$ cat config.mk
export PLATFORM = sky130hd
export DESIGN_NAME = pulse_train_ctrl
export DESIGN_NICKNAME = d
export VERILOG_FILES = /design/src/rtl/pulse_train_ctrl.sv
export SDC_FILE = /design/constraint.sdc
export NUM_CORES = 1
export LEC_CHECK = 0
export ABC_AREA = 1
export CORE_MARGIN = 1.5
export CORE_UTILIZATION = 28
export CTS_BUF_LIST = sky130_fd_sc_hd__clkbuf_4 sky130_fd_sc_hd__clkbuf_8
export CTS_CLUSTER_SIZE = 8
export DETAILED_ROUTE_END_ITERATION = 8
export GPL_ROUTABILITY_DRIVEN = 0
export PLACE_DENSITY = 0.5
export SLEW_MARGIN = 25
export SYNTH_ARGS = -nofsm -noshare
export SYNTH_HDL_FRONTEND = slang
export SYNTH_SLANG_ARGS = --single-unit
$ cat constraint.sdc
create_clock -name CLK_IN -period 2.3 [get_ports CLK_IN]
set_input_delay 0.46 -clock CLK_IN [delete_from_list [all_inputs] [get_ports CLK_IN]]
set_output_delay 0.46 -clock CLK_IN [all_outputs]
set_load 0.01 [all_outputs]
$ cat src/rtl/pulse_train_ctrl.sv
// Command-driven pulse train generator: accepts (period, count) over valid/ready,
// emits count one-cycle strobes spaced period clocks apart, then strobes DONE.
module pulse_train_ctrl #(
  parameter int unsigned DIV_WIDTH = 16,
  parameter int unsigned CNT_WIDTH = 8
) (
  input  logic                 CLK_IN,
  input  logic                 RST_IN,
  input  logic                 CMD_VALID,
  output logic                 CMD_READY,
  input  logic [DIV_WIDTH-1:0] CMD_DIV,
  input  logic [CNT_WIDTH-1:0] CMD_COUNT,
  input  logic                 ABORT,
  output logic                 PULSE_OUT,
  output logic                 BUSY,
  output logic                 DONE,
  output logic [CNT_WIDTH-1:0] PULSES_LEFT
);

  typedef enum logic [1:0] {
    IDLE,
    RUN,
    FINISH
  } state_t;

  localparam logic [DIV_WIDTH-1:0] MIN_DIV = DIV_WIDTH'(2);

  state_t               state;
  logic [DIV_WIDTH-1:0] div;
  logic [DIV_WIDTH-1:0] counter;
  logic [DIV_WIDTH-1:0] div_last;

  assign div_last  = div - DIV_WIDTH'(1);
  assign CMD_READY = (state == IDLE) & ~RST_IN;
  assign BUSY      = (state != IDLE);

  always_ff @(posedge CLK_IN or posedge RST_IN) begin
    if (RST_IN) begin
      state       <= IDLE;
      div         <= '0;
      counter     <= '0;
      PULSE_OUT   <= 1'b0;
      DONE        <= 1'b0;
      PULSES_LEFT <= '0;
    end else begin
      case (state)
        IDLE: begin
          PULSE_OUT <= 1'b0;
          DONE      <= 1'b0;
          if (CMD_VALID) begin
            // Periods below 2 are clamped so the counter always has a distinct terminal value.
            div         <= (CMD_DIV < MIN_DIV) ? MIN_DIV : CMD_DIV;
            PULSES_LEFT <= CMD_COUNT;
            counter     <= '0;
            state       <= (CMD_COUNT == '0) ? FINISH : RUN;
          end
        end

        RUN: begin
          DONE <= 1'b0;
          if (ABORT) begin
            state       <= IDLE;
            counter     <= '0;
            PULSES_LEFT <= '0;
            PULSE_OUT   <= 1'b0;
          end else if (counter == div_last) begin
            counter     <= '0;
            PULSE_OUT   <= 1'b1;
            PULSES_LEFT <= PULSES_LEFT - CNT_WIDTH'(1);
            if (PULSES_LEFT == CNT_WIDTH'(1)) begin
              state <= FINISH;
            end
          end else begin
            counter   <= counter + DIV_WIDTH'(1);
            PULSE_OUT <= 1'b0;
          end
        end

        FINISH: begin
          PULSE_OUT <= 1'b0;
          state     <= IDLE;
          if (ABORT) begin
            counter     <= '0;
            PULSES_LEFT <= '0;
            DONE        <= 1'b0;
          end else begin
            DONE <= 1'b1;
          end
        end

        default: begin
          state     <= IDLE;
          PULSE_OUT <= 1'b0;
          DONE      <= 1'b0;
        end
      endcase
    end
  end

endmodule

; ---- Word level (Yosys, flattened, before mapping)
; Cells that the tools add are included.
[op_classes]
add_sub_neg = 3
n_mul = 0
div_mod_pow = 0
magnitude_cmp = 1
eq_ne = 8
shifts = 0
n_mux = 22
bitwise_logic = 2
reduce_logical = 8
[ops]
columns = cell, n
row1 = two-way mux 16 bit, 5
row2 = case mux 16 bit (3 select lines), 1
row3 = two-way mux 8 bit, 4
row4 = case mux 8 bit (3 select lines), 1
row5 = "adder 16 x 1 -> 16 bit, second input constant", 1
row6 = == test 16 bit, 1
row7 = "< comparator 16 x 2 -> 1 bit, second input constant", 1
row8 = "subtractor 16 x 1 -> 16 bit, second input constant", 1
row9 = two-way mux 2 bit, 5
row10 = "== test 8 x 1 -> 1 bit, second input constant", 1
row11 = zero test 8 bit, 1
row12 = "subtractor 8 x 1 -> 8 bit, second input constant", 1
row13 = "inequality test 3 bit, second input constant", 2
row14 = AND reduction 3 bit, 2
row15 = two-way mux 1 bit, 5
row16 = "inequality test 2 bit, second input constant", 2
row17 = case mux 2 bit (2 select lines), 1
row18 = AND reduction 4 bit, 1
row19 = nonzero test 3 bit, 1
row20 = "== test 2 x 1 -> 1 bit, second input constant", 1
row21 = "== test 2 bit, second input constant", 1
row22 = zero test 2 bit, 1
row23 = AND reduction 2 bit, 1
row24 = nonzero test 2 bit, 1
row25 = other kinds (2), 2
[totals]
reg_bits = 44
latchBits = 0
ram_bits = 0
romBits = 0
out_inout_bits = 12
elab_cells = 50
n_memories = 0

; ---- Depth between registers and ports, before layout
[depth]
depth_word = 5
ltp_mapped = 16

; ---- Least setup slack after synthesis
; OpenSTA, ideal clock, no wires.
[synth_timing]
path_type = register to register
from = register div[0]
to = register PULSES_LEFT[5]
arrival_time_ps = 1805
slack_ps = 372
stages_incl_launch_ff = 17
path_buffers = 1
period_less_slack_ps = 1928
path_cell_list = dfrtp_1 inv_1 ha_1 nand2_2 nor2_4 nand2_1 nand2_1 nand2_1 nor2_1 nand2_1 nor2_2 nand3_2 nand2_4 nand2_2 buf_6 nand2_2 o21ai_2
[synth_via]
elab_chain_len = 4
[synth_lines]
columns = item, line_no
row1 = "start, declared", 29  ; logic [DIV_WIDTH-1:0] div;
row2 = "start signal, assigned", 52  ; div <= (CMD_DIV < MIN_DIV) ? MIN_DIV : CMD_DIV;
row3 = subtractor 16 x 1 -> 16 bit, 33  ; assign div_last = div - DIV_WIDTH'(1);
row4 = == test 16 bit, 66  ; end else if (counter == div_last) begin
row5 = inequality test 3 bit (no line), --
row6 = AND reduction 4 bit (no line), --
row7 = "end signal, assigned", 69  ; PULSES_LEFT <= PULSES_LEFT - CNT_WIDTH'(1);
row8 = "end, declared", 17  ; output logic [CNT_WIDTH-1:0] PULSES_LEFT
; Every way passes these cells.
; A chain may end at the register's enable or synchronous reset.

; ---- Final worst setup path
[layout_timing]
from = register state[1]
to = output CMD_READY
[layout_via]
elab_chain_len = 2
[layout_lines]
columns = item, line_no
row1 = "start, declared", 28  ; state_t state;
row2 = "start signal, assigned", 55  ; state <= (CMD_COUNT == '0) ? FINISH : RUN;
row3 = zero test 2 bit, 34  ; assign CMD_READY = (state == IDLE) & ~RST_IN;
row4 = AND 1 bit, 34
row5 = "end, declared", 10  ; output logic CMD_READY,
; Every way passes these cells.

==> Implementation_results.wiki <==
{| class="wikitable"
! Metric !! Value
|-
| Cell area after technology mapping || 2940 µm²
|-
| Clock Path Buffers || 2
|-
| Peak VDD IR || 0.000466 V
|-
| Leakage dissipation || 1.70 nW
|-
| Warning count from the yosys run || 0
|-
| Remaining routing DRC violations || 0
|-
| Horizontal die dimension || 105 µm
|-
| Total clock sinks || 44
|-
| Cell area power density || 1070 nW/µm²
|-
| Crit-path slowest cell || sky130_fd_sc_hd__clkdlybuf4s50_1
|-
| Number of rows created at floorplan || 37
|-
| Class of the worst hold path || reg2reg
|-
| DRT Pass-1 Iters || 4
|-
| Overall die area || 11,100 µm²
|-
| Maximum net fanout on the critical path || 4
|-
| Detailed router's first-iteration violation count || 135
|-
| Number of nets in the layout || 501
|-
| RSZ-0062 raised after global routing || true
|-
| Cell area reported after detailed placement || 3540 µm²
|-
| Max Transition Viols Final || 0
|-
| Initial antenna violation count || 0
|-
| Core area || 10,200 µm²
|-
| Mean instance size in the synthesized netlist || 7.15 µm²
|-
| Via count || 2,676
|-
| Worst-Skew Late Latency || 0.30 ns
|-
| Clock skew after layout || 0.0136 ns
|-
| Die span in y || 105 µm
|-
| Area share of the largest cell type after synthesis || 37.5%
|-
| Count of mapped cells out of synthesis || 411
|-
| Fill cell total of the finished layout || 1,088
|-
| Type of element capturing the critical path || output pin
|-
| Cts-stage hold buffer count || 0
|-
| Setup-failing EPs final || 0
|-
| Max Clock Freq || 0.457 GHz
|-
| Crit path DAT || 1.73 ns
|-
| Vias per std cell || 4.45
|-
| Setup Total Neg Slack || 0 ns
|-
| Layout cells sized above 1 || 9.44%
|-
| Number of distinct standard cells referenced by the synthesized netlist || 29
|-
| Kind of critical path || reg2out
|-
| Worst Path Required || 1.84 ns
|-
| Reg2reg setup slack || 0.24 ns
|-
| Finished Core Util || 36.1%
|-
| Endpoint of the worst-slack reg-to-reg timing path || counter[1]
|-
| Slew Limit Headroom || 64.8%
|-
| Leading area contributor after synthesis || sky130_fd_sc_hd__dfrtp_1
|-
| Cells on Worst Hold Path || 2
|-
| Sequential share of the synthesized area || 37.5%
|-
| I/O pins || 40
|-
| Startpoint of the lowest-slack register-to-register path || div[0]
|-
| Post-DRT Antenna Nets || 0
|-
| Detailed-route wire length per cell || 12.4 µm
|-
| Slew at the pin closest to its max-slew limit || 0.523 ns
|-
| Cell repeated most along the worst path || sky130_fd_sc_hd__inv_1
|-
| Net count after synthesis || 447
|-
| Number of buffers added on ports || 39
|-
| Leftover overflow at the end of global routing || 0
|-
| Wire length of the first global-routing pass || 12.9 mm
|-
| Total wirelength of the detailed-routed design || 7.48 mm
|-
| Final critical-path setup slack || 0.112 ns
|-
| Maximum number of pins on one net before global-route repair || 45
|-
| Root cell of the clock tree || sky130_fd_sc_hd__clkbuf_8
|-
| H-tree Lvls || 2
|-
| Num CTS Buffers || 5
|-
| Clock tree from TritonCTS || yes
|-
| Cells traversed along the worst timing path || inv_1, ha_1, inv_1, nor2_1, clkdlybuf4s50_1
|-
| Synth area leaders || sky130_fd_sc_hd__dfrtp_1 (37%), sky130_fd_sc_hd__nand2_1 (16%), sky130_fd_sc_hd__inv_1 (6.3%)
|-
| Final critical-path required period || 2.19 ns
|-
| Initial core utilization || 28.7%
|-
| Detail Placement HPWL || 5.66 mm
|-
| Max incr delay on CP || 0.54 ns
|-
| P&R area growth vs syn || 25.5%
|-
| Post-route standard cell area excluding fillers || 3690 µm²
|-
| Number of diodes added for antenna fixing || 0
|-
| Start point of the worst min-delay path || div[15]
|-
| Kind of start point of the critical path || register
|-
| Pre-CTS setup slack || 0.0726 ns
|-
| Status || complete, no violations
|-
| Post-CTS clock slew at the launch and capture registers of the worst setup and hold paths || 0.09 ns
|-
| Max-cap violations || 0
|-
| Hold path endpoint || div[15]
|-
| Tcrit/Tclk final || 95.1%
|-
| Number of storage elements in the synthesis netlist || 44
|-
| All-Layer GR Usage || 14.4%
|-
| Via count of the first global-routing pass || 2,746
|-
| Count of final hold-check violations || 0
|-
| Number of cells on the worst reg-to-reg path || 12
|}
## kinds of logic after synthesis
kind of cell	after synthesis	share of synthesized area [%]
AO/OA/AOI/OAI	38	7.19
XOR/XNOR	31	9.24
adder cells (fa/ha/maj)	8	3.41
buffers and inverters	59	8.26
flip-flops	44	37.5
AND/OR/NAND/NOR	231	34.4
## worst max-delay path by stage
stage | start | to | slack, ns
2_1_floorplan | div[0] | PULSES_LEFT[5] | 0.37
3_3_place_gp | div[0] | PULSES_LEFT[2] | 0.12
3_5_place_dp | div[0] | PULSES_LEFT[2] | 0.07
4_1_cts | div[0] | PULSES_LEFT[2] | 0.05
5_1_grt | div[0] | PULSES_LEFT[2] | -0.01
6_report | state[1] | CMD_READY | 0.11
## per-layer routing
layer / track usage [%] / part of all wire (%)
met1: 19.9 / 51
met2: 22.8 / 43
met3: 3.22 / 4.7
met4: 3.72 / 1.4
met5: 0 / 0
## critical path, delay by kind of cell (launching register included)
kind          cells  cell delay (ns)
buf+inv           3             0.71
flops             1             0.43
fa+ha+maj         1             0.19
simple gates      1             0.09
## power by group
| part | switching [mW] | internal [mW] |
|---|---|---|
| sequential | 0.295 | 1.00 |
| combinational | 1.22 | 0.891 |
| clock | 0.285 | 0.244 |
| total | 1.80 | 2.14 |
## final cells by class
type | count | area [µm²] | share of cell area [%]
multi-input cells | 308 | 1600 | 43.4
flip-flops and latches | 44 | 1100 | 29.8
repair buffers | 56 | 531 | 14.4
inverters | 50 | 188 | 5.09
well taps | 136 | 170 | 4.61
clock buffers | 6 | 82.6 | 2.24
clock inverters | 2 | 15.0 | 0.407
## state kept, by name (all words and copies together), names as in the netlist
register,flops
div,16
PULSES_LEFT,8
DONE,1
state,2
PULSE_OUT,1
counter,16
## cell usage after synthesis (all sizes together)
| master | count |
|---|---|
| clkbuf | 4 |
| ha | 8 |
| o21bai | 1 |
| nor3 | 7 |
| xor2 | 21 |
| a22oi | 3 |
| nor4 | 6 |
| nand4 | 9 |
| nor2 | 51 |
| o22ai | 3 |
| nand3 | 27 |
| o21ai | 17 |
| nand2 | 128 |
| inv | 50 |
| dfrtp | 44 |
| or2 | 1 |
| a21oi | 14 |
| buf | 5 |
| nand3b | 2 |
| xnor2 | 10 |
## metrics by stage
step | std cells | hold slack (ns) | power (mW)
after floorplan | 411 | 0.468 | 2.70
after CTS | 596 | 0.516 | 3.93
final | 602 | 0.512 | 3.94
after detailed placement | 588 | 0.486 | 3.37
after global placement | 588 | 0.489 | 3.37
after global routing | 602 | 0.541 | 4.35
## layout by cell type, fill, tap and decap left out
master                            instances
sky130_fd_sc_hd__nand2_2                  3
sky130_fd_sc_hd__nor3_1                   7
sky130_fd_sc_hd__nor4_1                   6
sky130_fd_sc_hd__nand3_2                  2
sky130_fd_sc_hd__nand4_1                  9
sky130_fd_sc_hd__nand2_4                  2
sky130_fd_sc_hd__o21ai_0                 15
sky130_fd_sc_hd__clkinv_1                 1
sky130_fd_sc_hd__a21oi_1                 14
sky130_fd_sc_hd__buf_12                   1
sky130_fd_sc_hd__a22oi_1                  3
sky130_fd_sc_hd__clkbuf_8                 6
sky130_fd_sc_hd__nand3b_1                 2
sky130_fd_sc_hd__nand2_1                123
sky130_fd_sc_hd__xor2_1                  21
sky130_fd_sc_hd__o21bai_1                 1
sky130_fd_sc_hd__ha_1                     7
sky130_fd_sc_hd__ha_2                     1
sky130_fd_sc_hd__or2_2                    1
sky130_fd_sc_hd__nor2_1                  44
sky130_fd_sc_hd__inv_2                    1
sky130_fd_sc_hd__nand3_1                 25
sky130_fd_sc_hd__buf_4                   16
sky130_fd_sc_hd__o21ai_2                  2
sky130_fd_sc_hd__nor2_2                   5
sky130_fd_sc_hd__xnor2_1                 10
sky130_fd_sc_hd__nor2_4                   2
sky130_fd_sc_hd__clkdlybuf4s50_1         39
sky130_fd_sc_hd__o22ai_1                  3
sky130_fd_sc_hd__dfrtp_1                 44
sky130_fd_sc_hd__inv_1                   48
sky130_fd_sc_hd__clkinvlp_4               2
## what timing repair did
item                                    in CTS  in global routing
resized for setup                            0                  2
endpoints found under the hold margin        0                  0
endpoints found under the setup margin       0                 20
buffers inserted                             0                  6
Note: power is estimated with default switching activity, not from simulation.
